### src/rtl/rvj1_defines.sv
// rvj1 shared definitions: LSU command encodings and access sizes.
package rvj1_defines;

    localparam int XLEN  = 32;
    localparam int RALEN = 5;

    localparam int LSU_WRITE_BIT    = 3;
    localparam int LSU_UNSIGNED_BIT = 2;

    typedef enum logic [1:0] {
        BYTE = 2'b00,
        HALF = 2'b01,
        WORD = 2'b10
    } lsu_size_e;

    typedef enum logic [3:0] {
        LSU_LB  = 4'b0000,
        LSU_LH  = 4'b0001,
        LSU_LW  = 4'b0010,
        LSU_LBU = 4'b0100,
        LSU_LHU = 4'b0101,
        LSU_SB  = 4'b1000,
        LSU_SH  = 4'b1001,
        LSU_SW  = 4'b1010
    } lsu_ctrl_e;

    // Size 2'b11 falls through to the word rule.
    function automatic logic lsu_misaligned(input logic [1:0] size,
                                            input logic [1:0] lo);
        if (size == BYTE) return 1'b0;
        if (size == HALF) return lo[0];
        return lo != 2'b00;
    endfunction

endpackage

### src/rtl/rvj1_lsu_align.sv
// rvj1 LSU lane logic: store byte-enable/replication, load extract/extend.
module rvj1_lsu_align
    import rvj1_defines::*;
(
    input  logic [1:0]      size_i,
    input  logic            unsigned_i,
    input  logic [1:0]      addr_lo_i,
    input  logic [XLEN-1:0] wdata_i,
    input  logic [XLEN-1:0] rdata_i,
    output logic [3:0]      be_o,
    output logic [XLEN-1:0] wdata_o,
    output logic [XLEN-1:0] rdata_o
);

    logic [7:0]  rbyte;
    logic [15:0] rhalf;

    always_comb begin
        case (addr_lo_i)
            2'd0:    rbyte = rdata_i[7:0];
            2'd1:    rbyte = rdata_i[15:8];
            2'd2:    rbyte = rdata_i[23:16];
            default: rbyte = rdata_i[31:24];
        endcase
        rhalf = addr_lo_i[1] ? rdata_i[31:16] : rdata_i[15:0];
    end

    always_comb begin
        case (size_i)
            BYTE: begin
                be_o    = 4'b0001 << addr_lo_i;
                wdata_o = {4{wdata_i[7:0]}};
                rdata_o = {{24{~unsigned_i & rbyte[7]}}, rbyte};
            end
            HALF: begin
                be_o    = 4'b0011 << addr_lo_i;
                wdata_o = {2{wdata_i[15:0]}};
                rdata_o = {{16{~unsigned_i & rhalf[15]}}, rhalf};
            end
            default: begin
                be_o    = 4'hF;
                wdata_o = wdata_i;
                rdata_o = rdata_i;
            end
        endcase
    end

endmodule

### src/rtl/rvj1_lsu.sv
// rvj1 load/store unit: one command -> one OBI-style data-bus transaction,
// with registered writeback and exception pulses.
module rvj1_lsu
    import rvj1_defines::*;
#(
    parameter bit DATA_ALIGN_CHECK = 1'b1
) (
    input  logic             clk_i,
    input  logic             rstn_i,
    input  logic             ctrl_valid_i,
    output logic             ctrl_ready_o,
    input  logic [3:0]       cmd_i,
    input  logic [XLEN-1:0]  addr_i,
    input  logic [XLEN-1:0]  wdata_i,
    input  logic [RALEN-1:0] regdest_i,
    output logic             lsu_ready_o,
    output logic             rf_wen_o,
    output logic [RALEN-1:0] rf_waddr_o,
    output logic [XLEN-1:0]  rf_wdata_o,
    output logic             data_req_o,
    input  logic             data_gnt_i,
    output logic [XLEN-1:0]  data_addr_o,
    output logic             data_we_o,
    output logic [3:0]       data_be_o,
    output logic [XLEN-1:0]  data_wdata_o,
    input  logic             data_rvalid_i,
    input  logic [XLEN-1:0]  data_rdata_i,
    input  logic             data_err_i,
    output logic             exc_misaligned_o,
    output logic             exc_access_o
);

    localparam logic [1:0] eIDLE = 2'd0;
    localparam logic [1:0] eREQ  = 2'd1;
    localparam logic [1:0] eRESP = 2'd2;

    logic [1:0]       state_q, state_d;
    logic [3:0]       cmd_q, cmd_d;
    logic [XLEN-1:0]  addr_q, addr_d;
    logic [XLEN-1:0]  wdata_q, wdata_d;
    logic [3:0]       be_q, be_d;
    logic [RALEN-1:0] regdest_q, regdest_d;
    logic             rf_wen_q, rf_wen_d;
    logic [RALEN-1:0] rf_waddr_q, rf_waddr_d;
    logic [XLEN-1:0]  rf_wdata_q, rf_wdata_d;
    logic             lsu_ready_q, lsu_ready_d;
    logic             exc_mis_q, exc_mis_d;
    logic             exc_acc_q, exc_acc_d;

    logic             idle;
    logic             mis;
    logic [1:0]       al_size;
    logic [1:0]       al_lo;
    logic [3:0]       al_be;
    logic [XLEN-1:0]  al_wdata;
    logic [XLEN-1:0]  al_rdata;

    assign idle = (state_q == eIDLE);

    // Lane logic sees the live command while idle, the latched one after.
    assign al_size = idle ? cmd_i[1:0] : cmd_q[1:0];
    assign al_lo   = idle ? addr_i[1:0] : addr_q[1:0];
    assign mis     = DATA_ALIGN_CHECK
                   && lsu_misaligned(cmd_i[1:0], addr_i[1:0]);

    rvj1_lsu_align u_align (
        .size_i     (al_size),
        .unsigned_i (cmd_q[LSU_UNSIGNED_BIT]),
        .addr_lo_i  (al_lo),
        .wdata_i    (wdata_i),
        .rdata_i    (data_rdata_i),
        .be_o       (al_be),
        .wdata_o    (al_wdata),
        .rdata_o    (al_rdata)
    );

    always_comb begin
        state_d     = state_q;
        cmd_d       = cmd_q;
        addr_d      = addr_q;
        wdata_d     = wdata_q;
        be_d        = be_q;
        regdest_d   = regdest_q;
        rf_waddr_d  = rf_waddr_q;
        rf_wdata_d  = rf_wdata_q;
        rf_wen_d    = 1'b0;
        lsu_ready_d = 1'b0;
        exc_mis_d   = 1'b0;
        exc_acc_d   = 1'b0;
        case (state_q)
            eIDLE: begin
                if (ctrl_valid_i) begin
                    if (mis) begin
                        exc_mis_d   = 1'b1;
                        lsu_ready_d = ~cmd_i[LSU_WRITE_BIT];
                    end else begin
                        cmd_d     = cmd_i;
                        addr_d    = addr_i;
                        wdata_d   = al_wdata;
                        be_d      = al_be;
                        regdest_d = regdest_i;
                        state_d   = eREQ;
                    end
                end
            end
            eREQ: begin
                if (data_gnt_i) state_d = eRESP;
            end
            eRESP: begin
                if (data_rvalid_i) begin
                    state_d   = eIDLE;
                    exc_acc_d = data_err_i;
                    if (!cmd_q[LSU_WRITE_BIT]) begin
                        lsu_ready_d = 1'b1;
                        rf_wen_d    = ~data_err_i
                                    & (regdest_q != '0);
                        rf_waddr_d  = regdest_q;
                        rf_wdata_d  = al_rdata;
                    end
                end
            end
            default: state_d = eIDLE;
        endcase
    end

    always_ff @(posedge clk_i or negedge rstn_i) begin
        if (!rstn_i) begin
            state_q     <= eIDLE;
            cmd_q       <= '0;
            addr_q      <= '0;
            wdata_q     <= '0;
            be_q        <= '0;
            regdest_q   <= '0;
            rf_wen_q    <= 1'b0;
            rf_waddr_q  <= '0;
            rf_wdata_q  <= '0;
            lsu_ready_q <= 1'b0;
            exc_mis_q   <= 1'b0;
            exc_acc_q   <= 1'b0;
        end else begin
            state_q     <= state_d;
            cmd_q       <= cmd_d;
            addr_q      <= addr_d;
            wdata_q     <= wdata_d;
            be_q        <= be_d;
            regdest_q   <= regdest_d;
            rf_wen_q    <= rf_wen_d;
            rf_waddr_q  <= rf_waddr_d;
            rf_wdata_q  <= rf_wdata_d;
            lsu_ready_q <= lsu_ready_d;
            exc_mis_q   <= exc_mis_d;
            exc_acc_q   <= exc_acc_d;
        end
    end

    assign ctrl_ready_o     = idle;
    assign data_req_o       = (state_q == eREQ);
    assign data_addr_o      = {addr_q[XLEN-1:2], 2'b00};
    assign data_we_o        = cmd_q[LSU_WRITE_BIT];
    assign data_be_o        = be_q;
    assign data_wdata_o     = wdata_q;
    assign lsu_ready_o      = lsu_ready_q;
    assign rf_wen_o         = rf_wen_q;
    assign rf_waddr_o       = rf_waddr_q;
    assign rf_wdata_o       = rf_wdata_q;
    assign exc_misaligned_o = exc_mis_q;
    assign exc_access_o     = exc_acc_q;

endmodule

### config.mk
export PLATFORM = sky130hd
export DESIGN_NAME = rvj1_lsu
export DESIGN_NICKNAME = d
export VERILOG_FILES = /design/src/rtl/rvj1_defines.sv /design/src/rtl/rvj1_lsu_align.sv /design/src/rtl/rvj1_lsu.sv
export SDC_FILE = /design/constraint.sdc
export NUM_CORES = 1
export LEC_CHECK = 0
export ABC_AREA = 0
export BUFFER_PORTS_ARGS = -buffer_cell sky130_fd_sc_hd__clkbuf_2
export CAP_MARGIN = 20
export CORE_MARGIN = 2
export CORE_UTILIZATION = 40
export DETAILED_ROUTE_END_ITERATION = 12
export MAX_ROUTING_LAYER = met4
export PLACE_DENSITY = 0.74
export SYNTH_ARGS = -nofsm -noshare
export SYNTH_HDL_FRONTEND = slang
export SYNTH_SLANG_ARGS = --single-unit
### constraint.sdc
create_clock -name clk_i -period 5.72 [get_ports clk_i]
set_input_delay 0.858 -clock clk_i [delete_from_list [all_inputs] [get_ports clk_i]]
set_output_delay 0.858 -clock clk_i [all_outputs]
set_load 0.05 [all_outputs]
==> metrics <==
outcome completed; #FFs+latches synth 120; final hold vios 0; final setup margin 2.65 ns; Starting Density 41.0%; fin crit period between 3 and 4 ns; critical path fanouts, max 16; cell area after synthesis between 0.005 and 0.006 mm^2; postcts setup bufs 0; hold path startpoint data_wdata_o[24]$_DFFE_PN0P_; clk root buf clkbuf_16; Slowest Stage Delay on Critical Path 0.83 ns; Die Y about 120 um; CP max stage cell a221oi_4; total CTS buffers 17; clock slew seen by the registers of the worst setup and hold paths 0.05 ns; CTS tree yes; Post-synth EDFFs 0; CTS resizes 0; share of cells above drive strength 1 47.7%; Via Count roughly 4800; crit-path cells or2_4, mux2i_4, mux4_2, a221oi_4, o21ai_0; Final period util between 50% and 60%; Slew headroom 23.1%; WL final 15.2 mm; Unique masters post-synth just over 40; dominant synthesized flop cell dfrtp_1; Cell Area, Placed 0.00669 mm^2; post-synthesis sequential area ratio ~53%; max-slew violations 0; VDD IR-drop max 0.433 mV; Critical path buffers and inverters 0; Clock Latency Late Sink 0.41 ns; residual DRC count 0; GR Overflow Total 0; WP data required between 5 and 6 ns; critical path class flip-flop to flip-flop; largest net degree at the start of global routing 70; RSZ-0062 raised after global routing no; Worst Hold Class flip-flop to flip-flop; # IOs 223; post-route ant nets 0; asr flop ratio synth 100%; CP arrival between 3 and 4 ns; # nets final 803; post-DP HPWL 11.0 mm; area growth from synthesis to layout 29.8%; wire length of the first global-routing pass 22.9 mm; CTS Sinks 120; Rows 43; RR Startpoint state_q[0]$_DFFE_PN0P_; buffers added on ports 220; pwr dens between 700 and 800 mW/mm^2; synth warn 0; CP startpoint state_q[0]$_DFFE_PN0P_; Avg WL per Cell around 17 um; Clock Skew 0.00722 ns; H-tree Lvls 4; Post-Place Setup Slack approximately 2.5 ns; vias in the first global route between 4000 and 5000; Mapped Cells between 500 and 600; synthesized area per cell 11.2 um^2; startpoint type of the worst setup path flip-flop; Die Width about 120 um; leakage 3.54 nW; endpoints failing setup 0; CP top delay family multiplexers; Final Instance Area around 0.0074 mm^2; worst slew pin tran between 1 and 1.5 ns; Pre-antenna DRT Iters 5; final setup TNS 0 ns; # hold bufs at CTS 0; CTS Buffer Depth 2; Die ar. 0.0152 mm^2; Worst setup EP type flip-flop; initial antenna violation count 0; tightest hold margin 0.479 ns; Antenna diodes 0; CORE AREA 0.0139 mm^2; max-capacitance violation count 0; post-DR vias/cell 5.47; Initial DRC Count 293; Post-Route Utilization 53.2%; GP Congestion about 0.9; Achievable Freq 325 MHz; GRT Total Usage 20.2%
==> cell usage after synthesis (10+ instances only) <==
master	number	share of area [%]
o211ai_1	17	2.2
mux2i_1	24	4.2
nor3_1	10	0.88
clkbuf_1	23	1.5
o21ai_2	10	1.5
nand3b_1	10	1.3
buf_4	34	4.5
dfrtp_1	120	53
nor2_1	12	0.79
o21ai_0	45	4.0
a21oi_1	37	3.3
nand2_1	50	3.3
mux2_2	51	10
==> per-stage QoR <==
stage	power, mW	cells
after floorplan	3.55	511
after global placement	3.98	852
after detailed placement	4.04	852
after global routing	5.50	885
final	5.26	885
after CTS	5.29	884
==> cell families after synthesis <==
group	Yosys count	synth area share, %
multiplexers	78	15.3
AND/OR/NAND/NOR	100	8.51
flip-flops	120	52.8
other	1	0.0659
buffers and inverters	70	7.23
AO/OA/AOI/OAI	141	16.1
==> cell type report <==
class,count,area [um^2]
inverters,5,18.8
well taps,180,225
flip-flops and latches,120,3000
multi-input cells,321,2290
clock inverters,7,185
repair buffers,227,1160
clock buffers,25,505
fillers,1214,6490
==> flip-flops by register name (all words and copies together) (netlist names), 2 cells and up <==
register,cells
rf_waddr_o,5
rf_wdata_o,32
data_be_o,4
regdest_q,5
state_q,2
data_wdata_o,32
addr_q,32
cmd_q,4
==> worst reg2reg max path, stage by stage (launching register included) <==
cell and delay (ns):
dfrtp_1 0.48, or2_4 0.29, mux2i_4 0.61, mux4_2 0.47, a221oi_4 0.83, o21ai_0 0.22
==> metal layers <==
layer	GRT usage (%)	vias to the layer above	routed length [um]
li1	-	2171	-
met1	25.0	2347	6060
met2	31.9	298	7390
met3	5.03	29	1410
met4	8.17	0	312
met5	-	-	0
==> power breakdown <==
part | switching (mW) | internal, mW
Sequential | 0.249 | 1.23
Clock | 0.364 | 0.875
Combinational | 1.89 | 0.658
Total | 2.50 | 2.76
==> cells in the final DEF (no fill, tap or decap), drive strengths merged <==
| cell | netlist | layout |
|---|---|---|
| a21o | 1 | 1 |
| a21oi | 37 | 37 |
| a221oi | 1 | 1 |
| a222oi | 8 | 8 |
| a22o | 2 | 2 |
| a31oi | 4 | 4 |
| buf | 42 | 8 |
| bufinv | 0 | 6 |
| clkbuf | 23 | 244 |
| clkinv | 0 | 1 |
| conb | 1 | 2 |
| dfrtp | 120 | 120 |
| inv | 5 | 5 |
| mux2 | 51 | 51 |
| mux2i | 26 | 26 |
| mux4 | 1 | 1 |
| nand2 | 50 | 50 |
| nand2b | 1 | 1 |
| nand3b | 10 | 10 |
| nor2 | 12 | 12 |
| nor3 | 11 | 11 |
| nor3b | 3 | 3 |
| o211ai | 17 | 17 |
| o21a | 1 | 1 |
| o21ai | 55 | 55 |
| o22ai | 7 | 7 |
| o31a | 1 | 1 |
| o31ai | 1 | 1 |
| o32a | 6 | 6 |
| or2 | 9 | 9 |
| or3 | 2 | 2 |
| or3b | 1 | 1 |
| or4 | 1 | 1 |
==> path summary, 6_finish.rpt <==
| path | endpoint | slack [ns] | depth (start not counted) |
|---|---|---|---|
| worst max-delay path | rf_wdata_o[16]$_DFFE_PN0P_ | 2.65 | 5 |
| worst min-delay path | data_wdata_o[24]$_DFFE_PN0P_ | 0.48 | 2 |
| worst max register to register | rf_wdata_o[16]$_DFFE_PN0P_ | 2.65 | 5 |
| worst min register to register | data_wdata_o[24]$_DFFE_PN0P_ | 0.48 | 2 |
| max in group asynchronous | data_wdata_o[6]$_DFFE_PN0P_ | 3.94 | 2 |
| min in group asynchronous | rf_waddr_o[0]$_DFFE_PN0P_ | 0.51 | 1 |
No activity file was read; power rests on OpenSTA's default activity.
